File: config.mk
export PLATFORM = sky130hd
export DESIGN_NAME = pixel_writer_flat
export DESIGN_NICKNAME = d
export VERILOG_FILES = /design/src/rtl/fb_pkg.sv /design/src/rtl/pixel_writer_if.sv /design/src/rtl/pixel_fifo.sv /design/src/rtl/pixel_writer.sv /design/src/flat_wrapper.sv
export SDC_FILE = /design/constraint.sdc
export NUM_CORES = 1
export LEC_CHECK = 0
export CORE_ASPECT_RATIO = 1.25
export CORE_MARGIN = 2
export CORE_UTILIZATION = 57
export DETAILED_ROUTE_END_ITERATION = 6
export GPL_TIMING_DRIVEN = 0
export PLACE_DENSITY = 0.86
export SYNTH_ARGS = -nofsm -noshare
export SYNTH_HDL_FRONTEND = slang
export SYNTH_SLANG_ARGS = --single-unit
File: constraint.sdc
create_clock -name clk -period 4.1 [get_ports clk]
set_input_delay 0.82 -clock clk [delete_from_list [all_inputs] [get_ports clk]]
set_output_delay 0.82 -clock clk [all_outputs]
set_load 0.1 [all_outputs]
File: src/rtl/fb_pkg.sv
// Shared definitions for the framebuffer pixel writer.
//   WIDTH/HEIGHT : default visible frame size
//   ADDR_W       : framebuffer address width (holds WIDTH*HEIGHT-1)
//   FIFO_DEPTH   : pixel buffer entries (power of two)
//   coord_x_t, coord_y_t, fb_addr_t, pixel_t, state_t
package fb_pkg;
  localparam int WIDTH      = 640;
  localparam int HEIGHT     = 480;
  localparam int ADDR_W     = 19;
  localparam int FIFO_DEPTH = 4;

  typedef logic [9:0]        coord_x_t;
  typedef logic [8:0]        coord_y_t;
  typedef logic [ADDR_W-1:0] fb_addr_t;

  typedef struct packed {
    coord_x_t x;
    coord_y_t y;
    logic     color;
  } pixel_t;

  typedef enum logic [1:0] {IDLE, DRAIN, CLEAR} state_t;
endpackage

File: src/rtl/pixel_writer_if.sv
// Pixel stream and framebuffer write port of the pixel writer.
//   pix_valid/pix_ready/pix_x/pix_y/pix_color : incoming pixel handshake
//   mem_we/mem_addr/mem_wdata/mem_ready       : outgoing write port with backpressure
// slave  : the pixel writer (consumes pixels, drives writes)
// master : the environment (produces pixels, accepts writes)
interface pixel_writer_if;
  import fb_pkg::*;

  logic     pix_valid;
  logic     pix_ready;
  coord_x_t pix_x;
  coord_y_t pix_y;
  logic     pix_color;
  logic     mem_we;
  fb_addr_t mem_addr;
  logic     mem_wdata;
  logic     mem_ready;

  modport slave (
    input  pix_valid, pix_x, pix_y, pix_color, mem_ready,
    output pix_ready, mem_we, mem_addr, mem_wdata
  );

  modport master (
    output pix_valid, pix_x, pix_y, pix_color, mem_ready,
    input  pix_ready, mem_we, mem_addr, mem_wdata
  );
endinterface

File: src/rtl/pixel_fifo.sv
// Synchronous FIFO of {x, y, color} pixels.
//   clk, reset (async active-low)
//   i_push/i_data : write side, ignored when full
//   i_pop/o_data  : read side, o_data shows the head entry, pop ignored when empty
//   o_full/o_empty: occupancy flags
module pixel_fifo
  import fb_pkg::*;
#(
  parameter int DEPTH = FIFO_DEPTH
) (
  input  logic   clk,
  input  logic   reset,
  input  logic   i_push,
  input  pixel_t i_data,
  input  logic   i_pop,
  output pixel_t o_data,
  output logic   o_full,
  output logic   o_empty
);
  localparam int PTR_W = $clog2(DEPTH);

  pixel_t           r_mem [DEPTH];
  logic [PTR_W:0]   r_wptr;
  logic [PTR_W:0]   r_rptr;
  logic             w_wr;
  logic             w_rd;

  assign w_wr = i_push && !o_full;
  assign w_rd = i_pop && !o_empty;

  // Extra pointer MSB distinguishes full from empty when the indices match.
  assign o_empty = (r_wptr == r_rptr);
  assign o_full  = (r_wptr[PTR_W] != r_rptr[PTR_W]) &&
                   (r_wptr[PTR_W-1:0] == r_rptr[PTR_W-1:0]);
  assign o_data  = r_mem[r_rptr[PTR_W-1:0]];

  always_ff @(posedge clk or negedge reset) begin
    if (!reset) begin
      r_wptr <= '0;
      r_rptr <= '0;
    end else begin
      if (w_wr) r_wptr <= r_wptr + (PTR_W+1)'(1);
      if (w_rd) r_rptr <= r_rptr + (PTR_W+1)'(1);
    end
  end

  always_ff @(posedge clk) begin
    if (w_wr) r_mem[r_wptr[PTR_W-1:0]] <= i_data;
  end
endmodule

File: src/rtl/pixel_writer.sv
// Framebuffer-side pixel writer.
//   clk, reset (async active-low)
//   bus         : pixel handshake in, registered write port out (pixel_writer_if.slave)
//   clear_req   : one-cycle request to fill the whole frame with clear_color
//   clear_color : fill value, sampled with clear_req
//   busy        : clear pending (draining) or sweep in progress
//   drop_count  : saturating count of out-of-range pixels discarded
module pixel_writer
  import fb_pkg::*;
#(
  parameter int WIDTH  = fb_pkg::WIDTH,
  parameter int HEIGHT = fb_pkg::HEIGHT
) (
  input  logic                  clk,
  input  logic                  reset,
  pixel_writer_if.slave         bus,
  input  logic                  clear_req,
  input  logic                  clear_color,
  output logic                  busy,
  output logic [15:0]           drop_count
);
  localparam fb_addr_t TOTAL = fb_addr_t'(WIDTH * HEIGHT);
  localparam fb_addr_t LAST  = fb_addr_t'(WIDTH * HEIGHT - 1);

  state_t      r_state, w_state_nxt;
  logic        r_out_en;
  logic        r_clr_color;
  fb_addr_t    r_cnt;
  logic        r_we;
  fb_addr_t    r_addr;
  logic        r_wdata;
  logic [15:0] r_drop;

  pixel_t      w_pix_in, w_head;
  logic        w_fifo_full, w_fifo_empty;
  logic        w_push, w_pop, w_out_free, w_head_oob;
  logic        w_load, w_load_data, w_drop_inc, w_cnt_inc, w_cnt_clr;
  fb_addr_t    w_load_addr;

  function automatic logic [15:0] sat_inc(input logic [15:0] v);
    return (v == 16'hFFFF) ? v : v + 16'd1;
  endfunction

  // For the default 640-wide frame y*640 is folded into two shifts.
  function automatic fb_addr_t pix_addr(input coord_x_t x, input coord_y_t y);
    fb_addr_t ax, ay;
    ax = fb_addr_t'(x);
    ay = fb_addr_t'(y);
    if (WIDTH == 640) return (ay << 9) + (ay << 7) + ax;
    else              return ay * fb_addr_t'(WIDTH) + ax;
  endfunction

  // r_out_en keeps pix_ready low while reset is asserted even though the
  // state register already reads IDLE.
  assign bus.pix_ready = r_out_en && (r_state == IDLE) && !w_fifo_full;
  assign w_push        = bus.pix_valid && bus.pix_ready;
  assign w_pix_in      = '{x: bus.pix_x, y: bus.pix_y, color: bus.pix_color};
  assign w_out_free    = !r_we || bus.mem_ready;
  assign w_head_oob    = (int'(w_head.x) >= WIDTH) || (int'(w_head.y) >= HEIGHT);

  assign busy          = (r_state != IDLE);
  assign drop_count    = r_drop;
  assign bus.mem_we    = r_we;
  assign bus.mem_addr  = r_addr;
  assign bus.mem_wdata = r_wdata;

  pixel_fifo #(.DEPTH(FIFO_DEPTH)) u_fifo (
    .clk     (clk),
    .reset   (reset),
    .i_push  (w_push),
    .i_data  (w_pix_in),
    .i_pop   (w_pop),
    .o_data  (w_head),
    .o_full  (w_fifo_full),
    .o_empty (w_fifo_empty)
  );

  always_ff @(posedge clk or negedge reset) begin
    if (!reset) begin
      r_state     <= IDLE;
      r_out_en    <= 1'b0;
      r_clr_color <= 1'b0;
      r_cnt       <= '0;
      r_we        <= 1'b0;
      r_addr      <= '0;
      r_wdata     <= 1'b0;
      r_drop      <= '0;
    end else begin
      r_state  <= w_state_nxt;
      r_out_en <= 1'b1;
      if (r_state == IDLE && clear_req) r_clr_color <= clear_color;
      if (w_cnt_clr)      r_cnt <= '0;
      else if (w_cnt_inc) r_cnt <= r_cnt + fb_addr_t'(1);
      if (w_drop_inc) r_drop <= sat_inc(r_drop);
      if (w_load) begin
        r_we    <= 1'b1;
        r_addr  <= w_load_addr;
        r_wdata <= w_load_data;
      end else if (bus.mem_ready) begin
        r_we    <= 1'b0;
      end
    end
  end

  always_comb begin
    w_state_nxt = r_state;
    w_pop       = 1'b0;
    w_load      = 1'b0;
    w_load_addr = '0;
    w_load_data = 1'b0;
    w_drop_inc  = 1'b0;
    w_cnt_inc   = 1'b0;
    w_cnt_clr   = 1'b0;
    case (r_state)
      IDLE, DRAIN: begin
        // Out-of-range heads are discarded without waiting for the output register.
        if (!w_fifo_empty) begin
          if (w_head_oob) begin
            w_pop      = 1'b1;
            w_drop_inc = 1'b1;
          end else if (w_out_free) begin
            w_pop       = 1'b1;
            w_load      = 1'b1;
            w_load_addr = pix_addr(w_head.x, w_head.y);
            w_load_data = w_head.color;
          end
        end
        if (r_state == IDLE) begin
          if (clear_req) w_state_nxt = DRAIN;
        end else if (w_fifo_empty && w_out_free) begin
          w_state_nxt = CLEAR;
          w_cnt_clr   = 1'b1;
        end
      end
      CLEAR: begin
        if (w_out_free && (r_cnt < TOTAL)) begin
          w_load      = 1'b1;
          w_load_addr = r_cnt;
          w_load_data = r_clr_color;
          w_cnt_inc   = 1'b1;
        end
        if (r_we && bus.mem_ready && (r_addr == LAST)) w_state_nxt = IDLE;
      end
      default: w_state_nxt = IDLE;
    endcase
  end
endmodule

File: src/flat_wrapper.sv
// flat-port wrapper written by rule: the top's interface ports become plain ports
module pixel_writer_flat import fb_pkg::*;
#(
  parameter int WIDTH  = fb_pkg::WIDTH,
  parameter int HEIGHT = fb_pkg::HEIGHT
)
  (clk, reset, clear_req, clear_color, busy, drop_count, bus_pix_valid, bus_pix_x, bus_pix_y, bus_pix_color, bus_mem_ready, bus_pix_ready, bus_mem_we, bus_mem_addr, bus_mem_wdata);
  pixel_writer_if bus_i ();
  input  logic clk;
  input  logic reset;
  input  logic clear_req;
  input  logic clear_color;
  output logic busy;
  output logic [15:0] drop_count;
  input wire logic [$bits(bus_i.pix_valid)-1:0] bus_pix_valid;
  input wire logic [$bits(bus_i.pix_x)-1:0] bus_pix_x;
  input wire logic [$bits(bus_i.pix_y)-1:0] bus_pix_y;
  input wire logic [$bits(bus_i.pix_color)-1:0] bus_pix_color;
  input wire logic [$bits(bus_i.mem_ready)-1:0] bus_mem_ready;
  output wire logic [$bits(bus_i.pix_ready)-1:0] bus_pix_ready;
  output wire logic [$bits(bus_i.mem_we)-1:0] bus_mem_we;
  output wire logic [$bits(bus_i.mem_addr)-1:0] bus_mem_addr;
  output wire logic [$bits(bus_i.mem_wdata)-1:0] bus_mem_wdata;
  assign bus_i.pix_valid = bus_pix_valid;
  assign bus_i.pix_x = bus_pix_x;
  assign bus_i.pix_y = bus_pix_y;
  assign bus_i.pix_color = bus_pix_color;
  assign bus_i.mem_ready = bus_mem_ready;
  assign bus_pix_ready = bus_i.pix_ready;
  assign bus_mem_we = bus_i.mem_we;
  assign bus_mem_addr = bus_i.mem_addr;
  assign bus_mem_wdata = bus_i.mem_wdata;
  pixel_writer #(.WIDTH(WIDTH), .HEIGHT(HEIGHT)) u_core (.clk(clk), .reset(reset), .bus(bus_i), .clear_req(clear_req), .clear_color(clear_color), .busy(busy), .drop_count(drop_count));
endmodule
==> results.yml <==
floorplanning:
  num_rows: 44
  start_util: 0.578
  core_area_sq_mm: 0.0115
  die_h_um: 125
  num_io_pins: 65
  die_width_um: 100
  dieArea_sq_mm: 0.0125
logic_synthesis:
  yosysSeqAreaShare: 0.612
  synthFlopType: "edfxtp_1"
  yosysUniqueCellTypes: 52
  synth_cells: 476
  synth_area_per_cell_sq_um: 13.9
  syn_area_sq_mm: 0.00662
  synth.net_count: 528
  ys_ff_latch: 146
  yosysWarnings: 0
  synth-async-reset-ratio: 0.452
  synth_edf_count: 80
clocking:
  clock-sinks: 146
  clock_path_buffers: 2
  clkTransAtPathRegs_ps: 60
  cts_hold_buf: 0
  cts-root-buf: "clkbuf_16"
  htreeDepth: 4
  cts_buffers: 17
  cts_tree: "built"
  clock_latency_ps: 420
timing:
  hold_violations: 0
  fin_crit_ps: 3660
  setup-violations-final: 0
  tightest_slew_ps: 1120
  clock.fmax_mhz: 273
  fin_setup_tns_ps: 0
  finalMaxSlewViolations: 0
  clock_skew_ps: 6.06
  fin_crit_sh: 0.893
  rsz0062_at_grt: "false"
  slew_headroom: 0.254
critical_path:
  end_kind: "output port"
  crit_arrival_ps: 2840
  required_ps: 3280
  cp_max_fo: 19
  critPathLaunchType: "flip-flop"
  critPathKind: "reg -> out"
finish:
  fillers: 765
  nets: 609
  drive_above_1_share: 0.116
  syn_to_final_growth_pct: 20.7
  fin_area_sq_mm: 0.00799
  final_common_cell: "edfxtp_1"
  seq_area_sq_mm: 0.00405
  diodes: 0
  final_cell_mix: "edfxtp_1 (80), dfrtp_1 (66), clkdlybuf4s50_1 (63)"
  multi_input_area_sq_mm: 0.00242
routing:
  wl_per_cell_um: 19.3
  drtPass1Iterations: 5
  via_per_inst: 6.07
  wl_mm: 13.6
  drc: 0
  ant_nets: 0
  num_vias: 4298
  drt_iter0_drc: 241
global_routing:
  grt_pass1_vias: 4414
  overflow: 0
  grt_pass1_wl_mm: 22.5
  grt_max_degree: 67
  antenna_found_initial: 0
  grtUsageTotal: 0.236
worst_hold_path:
  hold_class: "in -> async"
job:
  drv_cap: 0
placed_design:
  gp_congestion: 0.869
  port_buffers: 64
  post_dp_cell_area_sq_mm: 0.00743
  dp_hpwl_mm: 9.50
status:
  outcome: "complete, no violations"
[flip-flops by register name, summed over array words and instances (netlist names)]
name                  flops
u_core.bus.mem_addr      19
u_core.bus.mem_wdata      1
u_core.bus.mem_we         1
u_core.drop_count        16
u_core.r_clr_color        1
u_core.r_cnt             19
u_core.r_out_en           1
u_core.r_state            2
u_core.u_fifo.r_mem      80
u_core.u_fifo.r_rptr      3
u_core.u_fifo.r_wptr      3
[per-layer routing]
metal,GRT usage,routed length [um],vias up
met3,0.0567,739,41
met1,0.279,5200,2141
met4,0.102,411,0
met5,0,0,-
li1,-,-,1955
met2,0.407,7290,161
[worst paths after layout]
kind                                      endpoint  depth (start not counted)  slack (ps)                     from
max in group asynchronous  u_core.bus.mem_addr[17]                          1        3060                    reset
min in group clk              u_core.drop_count[9]                          1         500     u_core.drop_count[9]
max reg2reg                u_core.bus.mem_addr[17]                         13         510  u_core.u_fifo.r_rptr[0]
min reg2reg                   u_core.drop_count[9]                          1         500     u_core.drop_count[9]
min                          u_core.drop_count[15]                          1         500                    reset
max                                  bus_pix_ready                          6         440  u_core.u_fifo.r_rptr[0]
[synth_stat cells, types with 4 or more instances]
library cell | count | area (sq um)
a21oi_1 | 4 | 20.0
and3_1 | 14 | 87.6
a21o_1 | 4 | 30.0
clkbuf_1 | 4 | 15.0
ha_1 | 24 | 300
o21ai_0 | 8 | 40.0
nand2_1 | 38 | 143
nand4_1 | 17 | 106
xnor2_1 | 24 | 210
edfxtp_1 | 80 | 2400
nor2b_1 | 8 | 50.1
dfrtp_1 | 66 | 1650
xor2_1 | 19 | 166
a221o_1 | 5 | 50.1
nor4_1 | 4 | 25.0
nand3_1 | 16 | 80.1
inv_1 | 15 | 56.3
a22oi_1 | 15 | 113
buf_2 | 6 | 30.0
nor2_1 | 38 | 143
mux4_2 | 20 | 450
[repair_timing]
| action | 4_1_cts | 5_1_grt |
|---|---|---|
| buffers inserted | 0 | 0 |
| endpoints found under the setup margin | 0 | 1 |
| gates resized for setup | 0 | 0 |
[final cells by class]
cell class,count,area share
buffer,12,0.00971
clock buffer,18,0.0537
clock inverter,14,0.0175
inverter,15,0.00704
multi-input combinational,301,0.303
sequential,146,0.507
tap,138,0.0216
timing repair buffer,64,0.0798
[through the flow]
step / hold slack (ps) / util / cells / worst slack [ps]
final: 496 / 0.698 / 708 / 437
after floorplan: 462 / - / 476 / 622
after global placement: 461 / 0.649 / 678 / 161
after global routing: 515 / 0.698 / 708 / 252
after detailed placement: 474 / 0.649 / 678 / 194
after CTS: 498 / 0.699 / 710 / 136
[cells by family (layout without fill, tap and decap cells)]
| family | count (synthesis) | after routing | share of synthesized area |
|---|---|---|---|
| buf+inv | 29 | 123 | 0.0215 |
| compound gates | 56 | 56 | 0.0692 |
| fa+ha+maj | 26 | 26 | 0.0514 |
| xor+xnor | 43 | 43 | 0.0569 |
| other cells | 1 | 1 | 0.000566 |
| flops | 146 | 146 | 0.612 |
| simple gates | 150 | 150 | 0.112 |
| mux | 25 | 25 | 0.0763 |
[worst max-delay path, stage by stage, from the launching register on]
cell and delay, ps:
dfrtp_1 370, buf_6 140, buf_6 260, xnor2_1 160
nand2_1 90, o211a_1 240, clkdlybuf4s50_1 1170
Power is left out: the tool's default activity adds up to more than one toggle a clock period on the data nets, which glitch-free logic cannot reach.
